[src/rtl/dff_response_monitor.sv]
//------------------------------------------------------------------------------
// dff_response_monitor : golden 1-cycle model + windowed mismatch counter for a
//   sync-reset D flip-flop. Optional macro: DFF_MON_FIRST_FAIL_EN.
// Revision: 1.0
//------------------------------------------------------------------------------
`default_nettype none

module dff_response_monitor #(
  parameter int CNT_W       = 16,
  parameter int NUM_SAMPLES = 64,
  parameter int WARMUP      = 2
) (
  input  logic             clk,
  input  logic             reset,
  input  logic             start,
  input  logic             d_in,
  input  logic             dut_reset,
  input  logic             q_in,
  output logic             busy,
  output logic             done,
  output logic             pass,
  output logic             error_pulse,
  output logic [CNT_W-1:0] sample_count,
  output logic [CNT_W-1:0] mismatch_count
`ifdef DFF_MON_FIRST_FAIL_EN
  ,
  output logic             first_fail_valid,
  output logic [CNT_W-1:0] first_fail_idx,
  output logic             first_fail_exp,
  output logic             first_fail_act
`endif
);

  localparam int WW = (WARMUP < 2) ? 1 : $clog2(WARMUP + 1);

  typedef enum logic [1:0] {
    S_IDLE   = 2'd0,
    S_WARMUP = 2'd1,
    S_CHECK  = 2'd2,
    S_DONE   = 2'd3
  } state_t;

  state_t           r_state;
  state_t           w_state_next;
  logic             r_exp_q;
  logic [WW-1:0]    r_warm_cnt;
  logic             w_arm;
  logic             w_compare;
  logic             w_miss;
  logic [CNT_W-1:0] w_mis_next;

  always_ff @(posedge clk or negedge reset) begin
    if (!reset) r_state <= S_IDLE;
    else        r_state <= w_state_next;
  end

  always_comb begin
    w_state_next = r_state;
    w_arm        = 1'b0;
    case (r_state)
      S_IDLE: begin
        if (start) begin
          w_state_next = S_WARMUP;
          w_arm        = 1'b1;
        end
      end
      S_WARMUP: begin
        if (r_warm_cnt == WW'(1)) w_state_next = S_CHECK;
      end
      S_CHECK: begin
        // The sample taken on this edge is the last one of the window.
        if (sample_count == CNT_W'(NUM_SAMPLES - 1)) w_state_next = S_DONE;
      end
      S_DONE: begin
        if (start) begin
          w_state_next = S_WARMUP;
          w_arm        = 1'b1;
        end
      end
      default: w_state_next = S_IDLE;
    endcase

    w_compare = (r_state == S_CHECK);
    // Case inequality so an X/Z on q_in is flagged rather than masked.
    w_miss    = w_compare && (q_in !== r_exp_q);

    if (w_arm)
      w_mis_next = '0;
    else if (w_miss && (mismatch_count != {CNT_W{1'b1}}))
      w_mis_next = mismatch_count + CNT_W'(1);
    else
      w_mis_next = mismatch_count;
  end

  always_ff @(posedge clk or negedge reset) begin
    if (!reset) begin
      r_exp_q        <= 1'b0;
      r_warm_cnt     <= '0;
      sample_count   <= '0;
      mismatch_count <= '0;
      error_pulse    <= 1'b0;
      busy           <= 1'b0;
      done           <= 1'b0;
      pass           <= 1'b0;
    end else begin
      r_exp_q <= dut_reset ? 1'b0 : d_in;

      if (w_arm) begin
        r_warm_cnt   <= WW'(WARMUP);
        sample_count <= '0;
      end else begin
        if (r_state == S_WARMUP) r_warm_cnt <= r_warm_cnt - WW'(1);
        if (w_compare)           sample_count <= sample_count + CNT_W'(1);
      end

      mismatch_count <= w_mis_next;
      error_pulse    <= w_miss;
      busy           <= (w_state_next == S_WARMUP) || (w_state_next == S_CHECK);
      done           <= (w_state_next == S_DONE);
      pass           <= (w_state_next == S_DONE) && (w_mis_next == '0);
    end
  end

`ifdef DFF_MON_FIRST_FAIL_EN
  always_ff @(posedge clk or negedge reset) begin
    if (!reset) begin
      first_fail_valid <= 1'b0;
      first_fail_idx   <= '0;
      first_fail_exp   <= 1'b0;
      first_fail_act   <= 1'b0;
    end else if (w_arm) begin
      first_fail_valid <= 1'b0;
      first_fail_idx   <= '0;
      first_fail_exp   <= 1'b0;
      first_fail_act   <= 1'b0;
    end else if (w_miss && !first_fail_valid) begin
      first_fail_valid <= 1'b1;
      first_fail_idx   <= sample_count;
      first_fail_exp   <= r_exp_q;
      first_fail_act   <= q_in;
    end
  end
`endif

endmodule

`default_nettype wire

[config.mk]
export PLATFORM = sky130hd
export DESIGN_NAME = dff_response_monitor
export DESIGN_NICKNAME = d
export VERILOG_FILES = /design/src/rtl/dff_response_monitor.sv
export SDC_FILE = /design/constraint.sdc
export NUM_CORES = 1
export LEC_CHECK = 0
export ABC_AREA = 1
export CORE_MARGIN = 3
export CORE_UTILIZATION = 25
export CTS_CLUSTER_SIZE = 28
export DETAILED_ROUTE_END_ITERATION = 16
export SLEW_MARGIN = 20
export SYNTH_ARGS = -nofsm -noshare
export SYNTH_HDL_FRONTEND = slang
export SYNTH_SLANG_ARGS = --single-unit
[constraint.sdc]
create_clock -name clk -period 2.4 [get_ports clk]
set_clock_uncertainty 0.05 [all_clocks]
set_input_delay 0.48 -clock clk [delete_from_list [all_inputs] [get_ports clk]]
set_output_delay 0.48 -clock clk [all_outputs]
set_load 0.005 [all_outputs]
==> flow_metrics.env <==
export IMPL_hold_buffer_count_at_cts=0
export IMPL_max_slew_margin=0.635
export IMPL_synthCells=344
export IMPL_run_status="complete, no violations"
export IMPL_number_of_antenna_violations_at_the_first_check_in_global_routing=0
export IMPL_cts_tree="built"
export IMPL_fillCellCount=1029
export IMPL_cts_root_buffer="sky130_fd_sc_hd__clkbuf_8"
export IMPL_cts_sinks=41
export IMPL_achievable_frequency_mhz=456
export IMPL_routability_driven_placement_congestion_ratio=0.866
export IMPL_unique_masters_post_synth=30
export IMPL_timing_final_ws_setup_ns=0.208
export IMPL_ys_seq_area_frac=0.420
export IMPL_final_hold_viol_count=0
export IMPL_worstSetupStartpoint="r_state[0]"
export IMPL_routed_via_count=2330
export IMPL_post_cts_setup_buffers=0
export IMPL_power_per_cell_area_nw_per_um2=725
export IMPL_design_final_nets=407
export IMPL_top_level_ports=42
export IMPL_clk_pin_slew_ns=0.09
export IMPL_synth_top_area_frac=0.420
export IMPL_synth_cell_area_um2=2440
export IMPL_cts_root_to_sink_buffers=2
export IMPL_tightestPinTransition_ns=0.547
export IMPL_rsz0062_at_grt="false"
export IMPL_rr_worst_depth=14
export IMPL_detailedPlace_worstSlack_ns=0.0399
export IMPL_clock_latency_ns=0.29
export IMPL_grt_overflow_total=0
export IMPL_vias_per_cell=4.45
export IMPL_area_taken_by_multi_input_logic_gates_um2=1190
export IMPL_insertedDiodeCount=0
export IMPL_placedCellCount=516
export IMPL_rows=35
export IMPL_maxCapViolCount=0
export IMPL_post_layout_nonfiller_instances=524
export IMPL_chipHeight_um=105
export IMPL_detail_route_iter0_violations=96
export IMPL_grt_max_degree=42
export IMPL_grt_util_all_layers=0.115
export IMPL_final_min_period_over_clock_period=0.913
export IMPL_global_route_wire_length_before_repair_um=10500
export IMPL_yosys_area_top_type="sky130_fd_sc_hd__dfrtp_1"
export IMPL_fin_total_pwr_w=0.00229
export IMPL_route_final_wire_length_um=6220
export IMPL_synthesis_area_per_instance_um2=7.10
export IMPL_critPathCaptureType="flop"
export IMPL_wl_per_cell_um=11.9
export IMPL_layout_overhead_on_the_synthesized_area_pct=29.4
export IMPL_ff_latch_area_um2=1030
export IMPL_h_tree_depth=2
export IMPL_timing_critical_path_from_type="flop"
export IMPL_detail_route_first_pass_iterations=4
export IMPL_io_buffer_count=41
export IMPL_maxSlewViolCount=0
export IMPL_die_width_um=105
export IMPL_critical_path_fanouts_max=10
export IMPL_post_route_cells_drive_above_1_share=0.0861
export IMPL_yosys_warnings=0
export IMPL_cp_data_arrival_time_ns=2.36
export IMPL_num_cts_buffers=5
export IMPL_setup_total_negative_slack_ns=0
export IMPL_final_number_of_setup_violating_endpoints=0
export IMPL_vdd_drop_max_uv=428
export IMPL_r2r_start="r_state[0]"
export IMPL_drt_antenna_violating_nets=0
export IMPL_place_detailed_hpwl_um=4700
export IMPL_final_period_minus_worst_setup_slack_ns=2.19
export IMPL_critPathKind="flop to flop"
export IMPL_detail_route_drc_violations=0
export IMPL_grt_pass1_vias=2227
export IMPL_yosys_register_bits=41
export IMPL_synth_nets=357
export IMPL_dieArea_um2=11000
export IMPL_initial_utilization=0.260
export IMPL_min_delay_path_class="input pin to asynchronous set/reset pin"
export IMPL_power_static_leakage_nw=1.50
export IMPL_netlist_top_cells_area="sky130_fd_sc_hd__dfrtp_1, sky130_fd_sc_hd__nand2_1, sky130_fd_sc_hd__inv_1"
export IMPL_core_area_um2=9370
export IMPL_worstPathRequired_ns=2.57
==> registers in the layout, summed over array words and instances, names as in the netlist <==
| register | count |
|---|---|
| mismatch_count | 16 |
| sample_count | 16 |
| r_state | 2 |
| r_warm_cnt | 2 |
| busy | 1 |
| done | 1 |
| error_pulse | 1 |
| pass | 1 |
| r_exp_q | 1 |
==> cells in the mapped netlist <==
cell	n
sky130_fd_sc_hd__a21oi_1	12
sky130_fd_sc_hd__a21oi_2	2
sky130_fd_sc_hd__a22oi_1	1
sky130_fd_sc_hd__a31oi_1	2
sky130_fd_sc_hd__buf_4	1
sky130_fd_sc_hd__clkbuf_1	1
sky130_fd_sc_hd__clkbuf_8	1
sky130_fd_sc_hd__clkinv_1	1
sky130_fd_sc_hd__dfrtp_1	41
sky130_fd_sc_hd__ha_1	7
sky130_fd_sc_hd__inv_1	60
sky130_fd_sc_hd__nand2_1	100
sky130_fd_sc_hd__nand2_2	3
sky130_fd_sc_hd__nand2_4	1
sky130_fd_sc_hd__nand3_1	26
sky130_fd_sc_hd__nand3_2	1
sky130_fd_sc_hd__nand4_1	9
sky130_fd_sc_hd__nor2_1	33
sky130_fd_sc_hd__nor2_2	9
sky130_fd_sc_hd__nor3_1	8
sky130_fd_sc_hd__nor3b_1	1
sky130_fd_sc_hd__nor4_1	1
sky130_fd_sc_hd__o211ai_1	3
sky130_fd_sc_hd__o21a_1	1
sky130_fd_sc_hd__o21ai_0	13
sky130_fd_sc_hd__o21ai_1	1
sky130_fd_sc_hd__o21bai_1	1
sky130_fd_sc_hd__o22ai_1	1
sky130_fd_sc_hd__xnor2_1	2
sky130_fd_sc_hd__xor2_1	1
==> power by group <==
| part | switching [W] | total [W] | internal, W | leakage (nW) |
|---|---|---|---|---|
| Combinational | 0.000489 | 0.000837 | 0.000348 | 0.892 |
| Sequential | 0.0000901 | 0.000885 | 0.000795 | 0.555 |
| Clock | 0.000256 | 0.000569 | 0.000313 | 0.0554 |
| Total | 0.000835 | 0.00229 | 0.00146 | 1.50 |
==> area by class of cell <==
type	instances	area share
multi-input combinational	239	0.376
sequential	41	0.325
timing repair buffer	46	0.140
inverter	61	0.0725
tap	129	0.0511
clock buffer	6	0.0230
clock inverter	2	0.0123
==> per-layer routing <==
metal  GRT usage  up-vias  wire [um]
met5           0        -          0
met4      0.0244        0         53
met3      0.0266        6        268
met2       0.201       51       3010
met1       0.144     1080       2890
li1            -     1193          -
==> cell usage in the layout, fill, tap and decap left out, types with 5 or more instances in the layout <==
cell / count
sky130_fd_sc_hd__inv_1: 60
sky130_fd_sc_hd__nor2_1: 32
sky130_fd_sc_hd__dfrtp_1: 41
sky130_fd_sc_hd__clkbuf_8: 5
sky130_fd_sc_hd__nor2_2: 10
sky130_fd_sc_hd__nor3_1: 8
sky130_fd_sc_hd__nand2_1: 99
sky130_fd_sc_hd__nand3_1: 26
sky130_fd_sc_hd__buf_4: 5
sky130_fd_sc_hd__clkdlybuf4s50_1: 40
sky130_fd_sc_hd__a21oi_1: 12
sky130_fd_sc_hd__nand4_1: 9
sky130_fd_sc_hd__ha_1: 6
sky130_fd_sc_hd__o21ai_0: 12
==> through the flow <==
step	utilization	hold WS, ns	cell area (um^2)
final	0.337	0.181	3160
after global routing	0.337	0.240	3160
after CTS	0.335	0.217	3140
after detailed placement	0.322	0.477	3020
after global placement	0.322	0.481	3020
after floorplan	-	0.134	2440
==> cell families after synthesis <==
kind of cell    share of synthesized area
compound gates                     0.0866
xor+xnor                           0.0108
fa+ha+maj                          0.0359
buf+inv                             0.104
flops                               0.420
simple gates                        0.342
==> timing repair <==
item	CTS	global route
pin swaps	0	1
gates resized for setup	1	6
endpoints found under the setup margin	1	1
==> critical path, stage by stage (launching register included) <==
cell and delay (ns):
sky130_fd_sc_hd__dfrtp_1 0.42, sky130_fd_sc_hd__inv_1 0.11, sky130_fd_sc_hd__ha_1 0.18, sky130_fd_sc_hd__buf_4 0.19, sky130_fd_sc_hd__nand2_1 0.08, sky130_fd_sc_hd__nor2_2 0.16
sky130_fd_sc_hd__buf_4 0.17, sky130_fd_sc_hd__nand2_1 0.07, sky130_fd_sc_hd__nor2_1 0.13, sky130_fd_sc_hd__nand3_1 0.09, sky130_fd_sc_hd__nand3_1 0.12, sky130_fd_sc_hd__nand2_1 0.06
sky130_fd_sc_hd__nor2_1 0.10, sky130_fd_sc_hd__nand3_1 0.08, sky130_fd_sc_hd__nor2_1 0.10
==> final timing paths <==
kind	endpoint	slack [ns]
max	pass	0.21
min	mismatch_count[6]	0.18
max reg2reg	pass	0.21
min reg2reg	sample_count[4]	0.50
max in group asynchronous	error_pulse	1.73
min in group clk	sample_count[4]	0.50
Power figures use the tool's default switching activity.
